==> src/rtl/rs_chien_forney_pkg.sv <==
// Shared RS package: GF(2^8) field constants, Chien-search constants,
// controller state encoding and a GF multiply helper.
package rs_chien_forney_pkg;

    localparam logic [8:0] GF_POLY  = 9'h11D;
    localparam int         NPOS_DEF = 255;

    // alpha^-1, alpha^-2, alpha^-3 for alpha = 0x02 over 0x11D
    localparam logic [7:0] ALPHA_INV1 = 8'h8E;
    localparam logic [7:0] ALPHA_INV2 = 8'h47;
    localparam logic [7:0] ALPHA_INV3 = 8'hAD;

    typedef enum logic [1:0] {
        ST_IDLE,
        ST_SEARCH,
        ST_FLUSH,
        ST_DONE
    } state_t;

    // Shift-and-add product reduced by the field polynomial
    function automatic logic [7:0] gf_mul(input logic [7:0] a,
                                          input logic [7:0] b);
        logic [7:0] p;
        logic [7:0] x;
        p = 8'h00;
        x = a;
        for (int i = 0; i < 8; i++) begin
            if (b[i]) p = p ^ x;
            if (x[7]) x = {x[6:0], 1'b0} ^ GF_POLY[7:0];
            else      x = {x[6:0], 1'b0};
        end
        return p;
    endfunction

    // Step multiplier for term j of the Chien search
    function automatic logic [7:0] alpha_neg(input int j);
        case (j)
            1:       return ALPHA_INV1;
            2:       return ALPHA_INV2;
            3:       return ALPHA_INV3;
            default: return 8'h01;
        endcase
    endfunction

endpackage

==> src/rtl/gf256inv.sv <==
// Combinational GF(2^8) inverse as a^254; inv(0) yields 0.
// Square-and-multiply chain: a^2 * a^4 * ... * a^128.
module gf256inv
    import rs_chien_forney_pkg::*;
(
    input  logic [7:0] a,
    output logic [7:0] y
);

    // Accumulate successive squares into the running product
    always_comb begin
        logic [7:0] s;
        logic [7:0] r;
        s = a;
        r = 8'h01;
        for (int i = 1; i < 8; i++) begin
            s = gf_mul(s, s);
            r = gf_mul(r, s);
        end
        y = r;
    end

endmodule

==> src/rtl/gf256mul.sv <==
// Combinational GF(2^8) multiplier.
// Shares the field definition of the RS package.
module gf256mul
    import rs_chien_forney_pkg::*;
(
    input  logic [7:0] a,
    input  logic [7:0] b,
    output logic [7:0] p
);

    assign p = gf_mul(a, b);

endmodule

==> src/rtl/rs_chien_term.sv <==
// One Chien-search term pair: Lambda term t_j and Omega term u_j,
// each scaled by the constant MULT = alpha^-j on every search step.
module rs_chien_term
    import rs_chien_forney_pkg::*;
#(
    parameter logic [7:0] MULT = 8'h01
) (
    input  logic       clk,
    input  logic       rst_n,
    input  logic       load,
    input  logic       step,
    input  logic [7:0] t_in,
    input  logic [7:0] u_in,
    output logic [7:0] t,
    output logic [7:0] u
);

    // Load coefficients, then advance x by alpha^-1 each step
    always_ff @(posedge clk or negedge rst_n) begin
        if (!rst_n) begin
            t <= 8'h00;
            u <= 8'h00;
        end else if (load) begin
            t <= t_in;
            u <= u_in;
        end else if (step) begin
            t <= gf_mul(t, MULT);
            u <= gf_mul(u, MULT);
        end
    end

endmodule

==> src/rtl/rs_chien_forney.sv <==
// Chien search plus Forney magnitude (b = 0): err = Omega / Lambda_odd.
// Search -> one pipeline stage -> registered error outputs.
module rs_chien_forney
    import rs_chien_forney_pkg::*;
#(
    parameter int NPOS = NPOS_DEF
) (
    input  logic       clk,
    input  logic       rst_n,
    input  logic       kes_done,
    input  logic       kes_fail,
    input  logic [1:0] error_num,
    input  logic [7:0] elp0,
    input  logic [7:0] elp1,
    input  logic [7:0] elp2,
    input  logic [7:0] elp3,
    input  logic [7:0] evp0,
    input  logic [7:0] evp1,
    input  logic [7:0] evp2,
    input  logic [7:0] evp3,
    output logic       busy,
    output logic       err_valid,
    output logic [7:0] err_pos,
    output logic [7:0] err_val,
    output logic [1:0] err_cnt,
    output logic       done,
    output logic       fail
);

    state_t     state;
    logic [7:0] pos;
    logic       flush_cnt;
    logic [1:0] num_q;
    logic       load;
    logic       step;

    logic [7:0] elp_a [4];
    logic [7:0] evp_a [4];
    logic [7:0] t     [4];
    logic [7:0] u     [4];

    logic [7:0] lam;
    logic [7:0] omega;
    logic [7:0] lodd;

    logic       pp_vld;
    logic       pp_root;
    logic [7:0] pp_omega;
    logic [7:0] pp_lodd;
    logic [7:0] pp_pos;

    logic [7:0] lodd_inv;
    logic [7:0] prod;
    logic [2:0] root_cnt;
    logic       div_zero;

    assign elp_a[0] = elp0;
    assign elp_a[1] = elp1;
    assign elp_a[2] = elp2;
    assign elp_a[3] = elp3;
    assign evp_a[0] = evp0;
    assign evp_a[1] = evp1;
    assign evp_a[2] = evp2;
    assign evp_a[3] = evp3;

    assign load = (state == ST_IDLE) && kes_done
                  && !kes_fail && (error_num != 2'd0);
    assign step = (state == ST_SEARCH);

    for (genvar j = 0; j < 4; j++) begin : g_term
        rs_chien_term #(
            .MULT (alpha_neg(j))
        ) u_term (
            .clk   (clk),
            .rst_n (rst_n),
            .load  (load),
            .step  (step),
            .t_in  (elp_a[j]),
            .u_in  (evp_a[j]),
            .t     (t[j]),
            .u     (u[j])
        );
    end

    assign lam   = t[0] ^ t[1] ^ t[2] ^ t[3];
    assign omega = u[0] ^ u[1] ^ u[2] ^ u[3];
    assign lodd  = t[1] ^ t[3];

    gf256inv u_inv (
        .a (pp_lodd),
        .y (lodd_inv)
    );

    gf256mul u_mul (
        .a (pp_omega),
        .b (lodd_inv),
        .p (prod)
    );

    // Controller: idle / search / flush / done with registered outputs
    always_ff @(posedge clk or negedge rst_n) begin
        if (!rst_n) begin
            state     <= ST_IDLE;
            pos       <= 8'h00;
            flush_cnt <= 1'b0;
            num_q     <= 2'd0;
            busy      <= 1'b0;
            done      <= 1'b0;
            fail      <= 1'b0;
            err_cnt   <= 2'd0;
        end else begin
            done <= 1'b0;
            fail <= 1'b0;
            unique case (state)
                ST_IDLE: begin
                    if (kes_done) begin
                        if (kes_fail || error_num == 2'd0) begin
                            state   <= ST_DONE;
                            done    <= 1'b1;
                            fail    <= kes_fail;
                            err_cnt <= 2'd0;
                        end else begin
                            state <= ST_SEARCH;
                            busy  <= 1'b1;
                            pos   <= 8'h00;
                            num_q <= error_num;
                        end
                    end
                end
                ST_SEARCH: begin
                    if (pos == 8'(NPOS - 1)) begin
                        state     <= ST_FLUSH;
                        flush_cnt <= 1'b0;
                    end else begin
                        pos <= pos + 8'd1;
                    end
                end
                ST_FLUSH: begin
                    if (flush_cnt) begin
                        state   <= ST_DONE;
                        busy    <= 1'b0;
                        done    <= 1'b1;
                        err_cnt <= root_cnt[1:0];
                        fail    <= (root_cnt != {1'b0, num_q})
                                   || div_zero;
                    end else begin
                        flush_cnt <= 1'b1;
                    end
                end
                ST_DONE: begin
                    state <= ST_IDLE;
                end
                default: begin
                    state <= ST_IDLE;
                end
            endcase
        end
    end

    // Pipeline stage: root flag, Omega, Lambda_odd and position
    always_ff @(posedge clk or negedge rst_n) begin
        if (!rst_n) begin
            pp_vld   <= 1'b0;
            pp_root  <= 1'b0;
            pp_omega <= 8'h00;
            pp_lodd  <= 8'h00;
            pp_pos   <= 8'h00;
        end else begin
            pp_vld   <= step;
            pp_root  <= (lam == 8'h00);
            pp_omega <= omega;
            pp_lodd  <= lodd;
            pp_pos   <= pos;
        end
    end

    // Registered error report; position and value hold between pulses
    always_ff @(posedge clk or negedge rst_n) begin
        if (!rst_n) begin
            err_valid <= 1'b0;
            err_pos   <= 8'h00;
            err_val   <= 8'h00;
        end else begin
            err_valid <= pp_vld && pp_root && (pp_lodd != 8'h00);
            if (pp_vld && pp_root && (pp_lodd != 8'h00)) begin
                err_pos <= pp_pos;
                err_val <= prod;
            end
        end
    end

    // Saturating root count and sticky zero-derivative flag
    always_ff @(posedge clk or negedge rst_n) begin
        if (!rst_n) begin
            root_cnt <= 3'd0;
            div_zero <= 1'b0;
        end else if (load) begin
            root_cnt <= 3'd0;
            div_zero <= 1'b0;
        end else if (pp_vld && pp_root) begin
            if (root_cnt != 3'd7) root_cnt <= root_cnt + 3'd1;
            if (pp_lodd == 8'h00) div_zero <= 1'b1;
        end
    end

endmodule
==> config.mk <==
export PLATFORM = sky130hd
export DESIGN_NAME = rs_chien_forney
export DESIGN_NICKNAME = d
export VERILOG_FILES = /design/src/rtl/rs_chien_forney_pkg.sv /design/src/rtl/gf256inv.sv /design/src/rtl/gf256mul.sv /design/src/rtl/rs_chien_term.sv /design/src/rtl/rs_chien_forney.sv
export SDC_FILE = /design/constraint.sdc
export NUM_CORES = 1
export LEC_CHECK = 0
export ABC_CLOCK_PERIOD_IN_PS = 20100
export BUFFER_PORTS_ARGS = -buffer_cell sky130_fd_sc_hd__buf_2
export CORE_MARGIN = 1
export CORE_UTILIZATION = 50
export CTS_BUF_LIST = sky130_fd_sc_hd__clkbuf_16
export CTS_CLUSTER_SIZE = 25
export DETAILED_ROUTE_END_ITERATION = 8
export MAX_ROUTING_LAYER = met4
export PLACE_DENSITY = 0.65
export SLEW_MARGIN = 25
export SYNTH_ARGS = -nofsm -noshare
export SYNTH_HDL_FRONTEND = slang
export SYNTH_HIERARCHICAL = 1
export SYNTH_SLANG_ARGS = --single-unit
==> constraint.sdc <==
create_clock -name clk -period 20.1 [get_ports clk]
set_input_delay 1.005 -clock clk [delete_from_list [all_inputs] [get_ports clk]]
set_output_delay 1.005 -clock clk [all_outputs]
set_load 0.05 [all_outputs]
==> impl_metrics.csv <==
group,metric,value,unit
floorplanning,die-area,0.0459,sq mm
critical_path,path_max_fanout,27,
routing,drt-total-wl,63.2,mm
sta,tightest_slew,1.08,ns
grt,grt_overflow,0,
clock_network,cts-root-buf,"clkbuf_16",
yosys,syn_area_per_cell,8.55,sq um
sta,post-route-period-util,93.1,%
sta,relSlewSlack,27.8,%
sta,setup_tns,0,ns
clock_network,clockBufferDepth,2,
critical_path,slowest_delay,1.00,ns
critical_path,required,20.42,ns
clock_network,cts-resized-gates,0,
sta,max_freq,53.5,MHz
final_layout,num-fill-cells,4134,
yosys,syn_area,0.0225,sq mm
sta,holdWs,0.468,ns
yosys,yosysWarnings,6,
sta,setup_violations,0,
job,drv_cap,0,
final_layout,final_util,54.0,%
floorplanning,io_pins,92,
yosys,synthTopCellsByArea,"xnor2_1 16%, dfrtp_1 14%, xnor3_1 9.8%, nand2_1 5.1%, xor2_1 5.0%",
critical_path,path_class,"reg2reg",
floorplanning,num_rows,77,
grt,grt_pass1_wl,102,mm
routing,drcViolationCount,0,
clock_network,numCtsBuffers,17,
clock_network,cts_sinks,129,
grt,track_usage,27.9,%
routing,via_per_inst,5.92,
sta,fin_crit,18.71,ns
final_layout,area_growth,6.14,%
routing,routedWlPerCell,19.5,um
floorplanning,initial_core_util,50.9,%
clock_network,cts_tree,"yes",
yosys,yosysUniqueCellTypes,113,
routing,drtPass1Iterations,5,
yosys,synth-main-ff-cell,"dfrtp_1",
floorplanning,die_width,214,um
critical_path,startpoint_type,"flop",
clock_network,clock_latency,0.43,ns
floorplanning,core_area,0.0443,sq mm
grt,antenna_found_initial,13,
sta,slew_viol_final,0,
clock_network,ctsHoldBuffers,0,
min_path,min_path_type,"reg2reg",
placed_design,gp_congestion,0.955,
routing,vias,19200,
floorplanning,die_h,214,um
sta,finalClockSkew,0.0163,ns
sta,hold_viol,0,
critical_path,arrival,19.02,ns
final_layout,nets,2710,
grt,grt_start_max_net_pins,80,
placed_design,io_buffers,91,
routing,ant_nets,0,
yosys,netlist.area_leader.share,16.0,%
critical_path,cp_slowest_cell,"xnor3_1",
clock_network,clk_pin_slew,0.07,ns
grt,grt_pass1_vias,18800,
sta,rsz0062_at_grt,"no",
yosys,yosysSeqAreaShare,14.3,%
clock_network,cts_setup_buffers,0,
critical_path,cpMostUsedCell,"xnor2_1",
placed_design,postPlaceCellArea,0.0233,sq mm
yosys,async_flop_share,100,%
final_layout,final_common_cell,"xnor2_1",
yosys,netlist_instances,2636,
routing,drt-initial-drc-count,1565,
final_layout,final_cell_mix,"405 x xnor2_1, 305 x nand2_1, 261 x nor2_1",
yosys,synth_largest_area_cell,"xnor2_1",
placed_design,dp_hpwl,46.3,mm
final_layout,fin_area,0.0239,sq mm
critical_path,cp-end-kind,"flop",
run_status,outcome,"completed",
yosys,synth_edf_count,0,
clock_network,cts.htree.levels,4,
yosys,synth_nets,2724,
final_layout,drive_above_1_share,14.0,%
yosys,ys_ff_latch,129,
[kinds of logic after synthesis]
kind of cell               after synthesis  share of synthesized area, %
and+or+nand+nor                        904                          18.5
xor gates and xnor gates               746                          40.5
AOI/OAI and AO/OA                      507                          15.5
buffers and inverters                  221                          4.67
DFF                                    129                          14.3
muxes                                  111                          5.48
adders and majority gates               18                         0.999
[state kept, by name, summed over array words and instances, names as in the netlist, 2 cells and up]
| name | count |
|---|---|
| g_term.u_term/u | 32 |
| state | 2 |
| pp_pos | 8 |
| root_cnt | 3 |
| g_term.u_term/t | 32 |
| num_q | 2 |
| err_pos | 8 |
| pp_lodd | 8 |
| err_val | 8 |
| pos | 8 |
| err_cnt | 2 |
| pp_omega | 8 |
[cells in the mapped netlist (10+ instances only)]
master    instances
buf_2            45
a211oi_1         21
mux2_2           19
nand2_1         305
a31oi_1          24
o21ai_0         120
xor3_1           15
o31ai_1          10
xor2_4           11
buf_4            19
inv_1            38
and2_1           16
nor2b_1          15
xnor2_2          36
a221oi_1         10
xnor3_1          98
nor2_1          261
buf_1            15
a311oi_1         10
o221ai_1         12
or3_1            21
xor2_2           23
nor3_1           66
dfrtp_1         129
o22ai_1          21
xor2_1          129
o211ai_1         26
a211o_1          14
nor4_1           17
nand4_1          19
xnor2_1         411
nand3_1          78
nand2b_1         29
mux2i_1          71
xnor3_2          13
clkbuf_1         80
and3_1           19
a21o_1           13
a22oi_1          13
mux2_4           20
ha_1             18
a21oi_1         106
[area by class of cell]
class	count	area, sq um	area share (%)
well taps	592	741	3.10
diodes	13	32.5	0.136
inverters	51	195	0.816
clock buffers	17	425	1.78
clock inverters	15	148	0.617
repair buffers	137	811	3.39
multi-input cells	2286	18300	76.7
flip-flops and latches	129	3230	13.5
[worst max-delay path, delay by kind of cell, from the launching register on]
family          cells  cell delay [ns]
simple gates        6             1.12
xor+xnor           25            10.33
compound gates      7             1.66
mux                 3             0.84
flops               1             0.91
buf+inv             6             1.77
fa+ha+maj           4             1.88
[layer usage]
layer / vias to the layer above / GRT usage, % / share of wire, %
met3: 137 / 3.48 / 5.7
met2: 662 / 46.0 / 48
li1: 9151 / - / -
met4: 0 / 8.55 / 2.7
met1: 9244 / 35.8 / 44
met5: - / - / 0
[stage by stage]
stage	setup WS [ns]	std cells
after floorplan	4.29	2636
after global placement	1.81	3195
after detailed placement	1.68	3195
after CTS	1.64	3227
after global routing	0.259	3238
final	1.39	3240
[final timing paths]
path	cells past startpoint	end	startpoint	slack (ns)
min in group asynchronous	1	err_cnt[0]$_DFFE_PN0P_	rst_n	0.50
worst max register to register	51	err_val[0]$_DFFE_PN0P_	pp_lodd[4]$_DFF_PN0_	1.39
max in group asynchronous	2	g_term[1].u_term/u[2]$_DFFE_PN0P_	rst_n	18.50
worst min-delay path	0	pp_pos[0]$_DFF_PN0_	pos[0]$_DFFE_PN0P_	0.47
worst min register to register	0	pp_pos[0]$_DFF_PN0_	pos[0]$_DFFE_PN0P_	0.47
worst max-delay path	51	err_val[0]$_DFFE_PN0P_	pp_lodd[4]$_DFF_PN0_	1.39
Power is left out: the tool's default activity adds up to more than one toggle a clock period on the data nets, which glitch-free logic cannot reach.
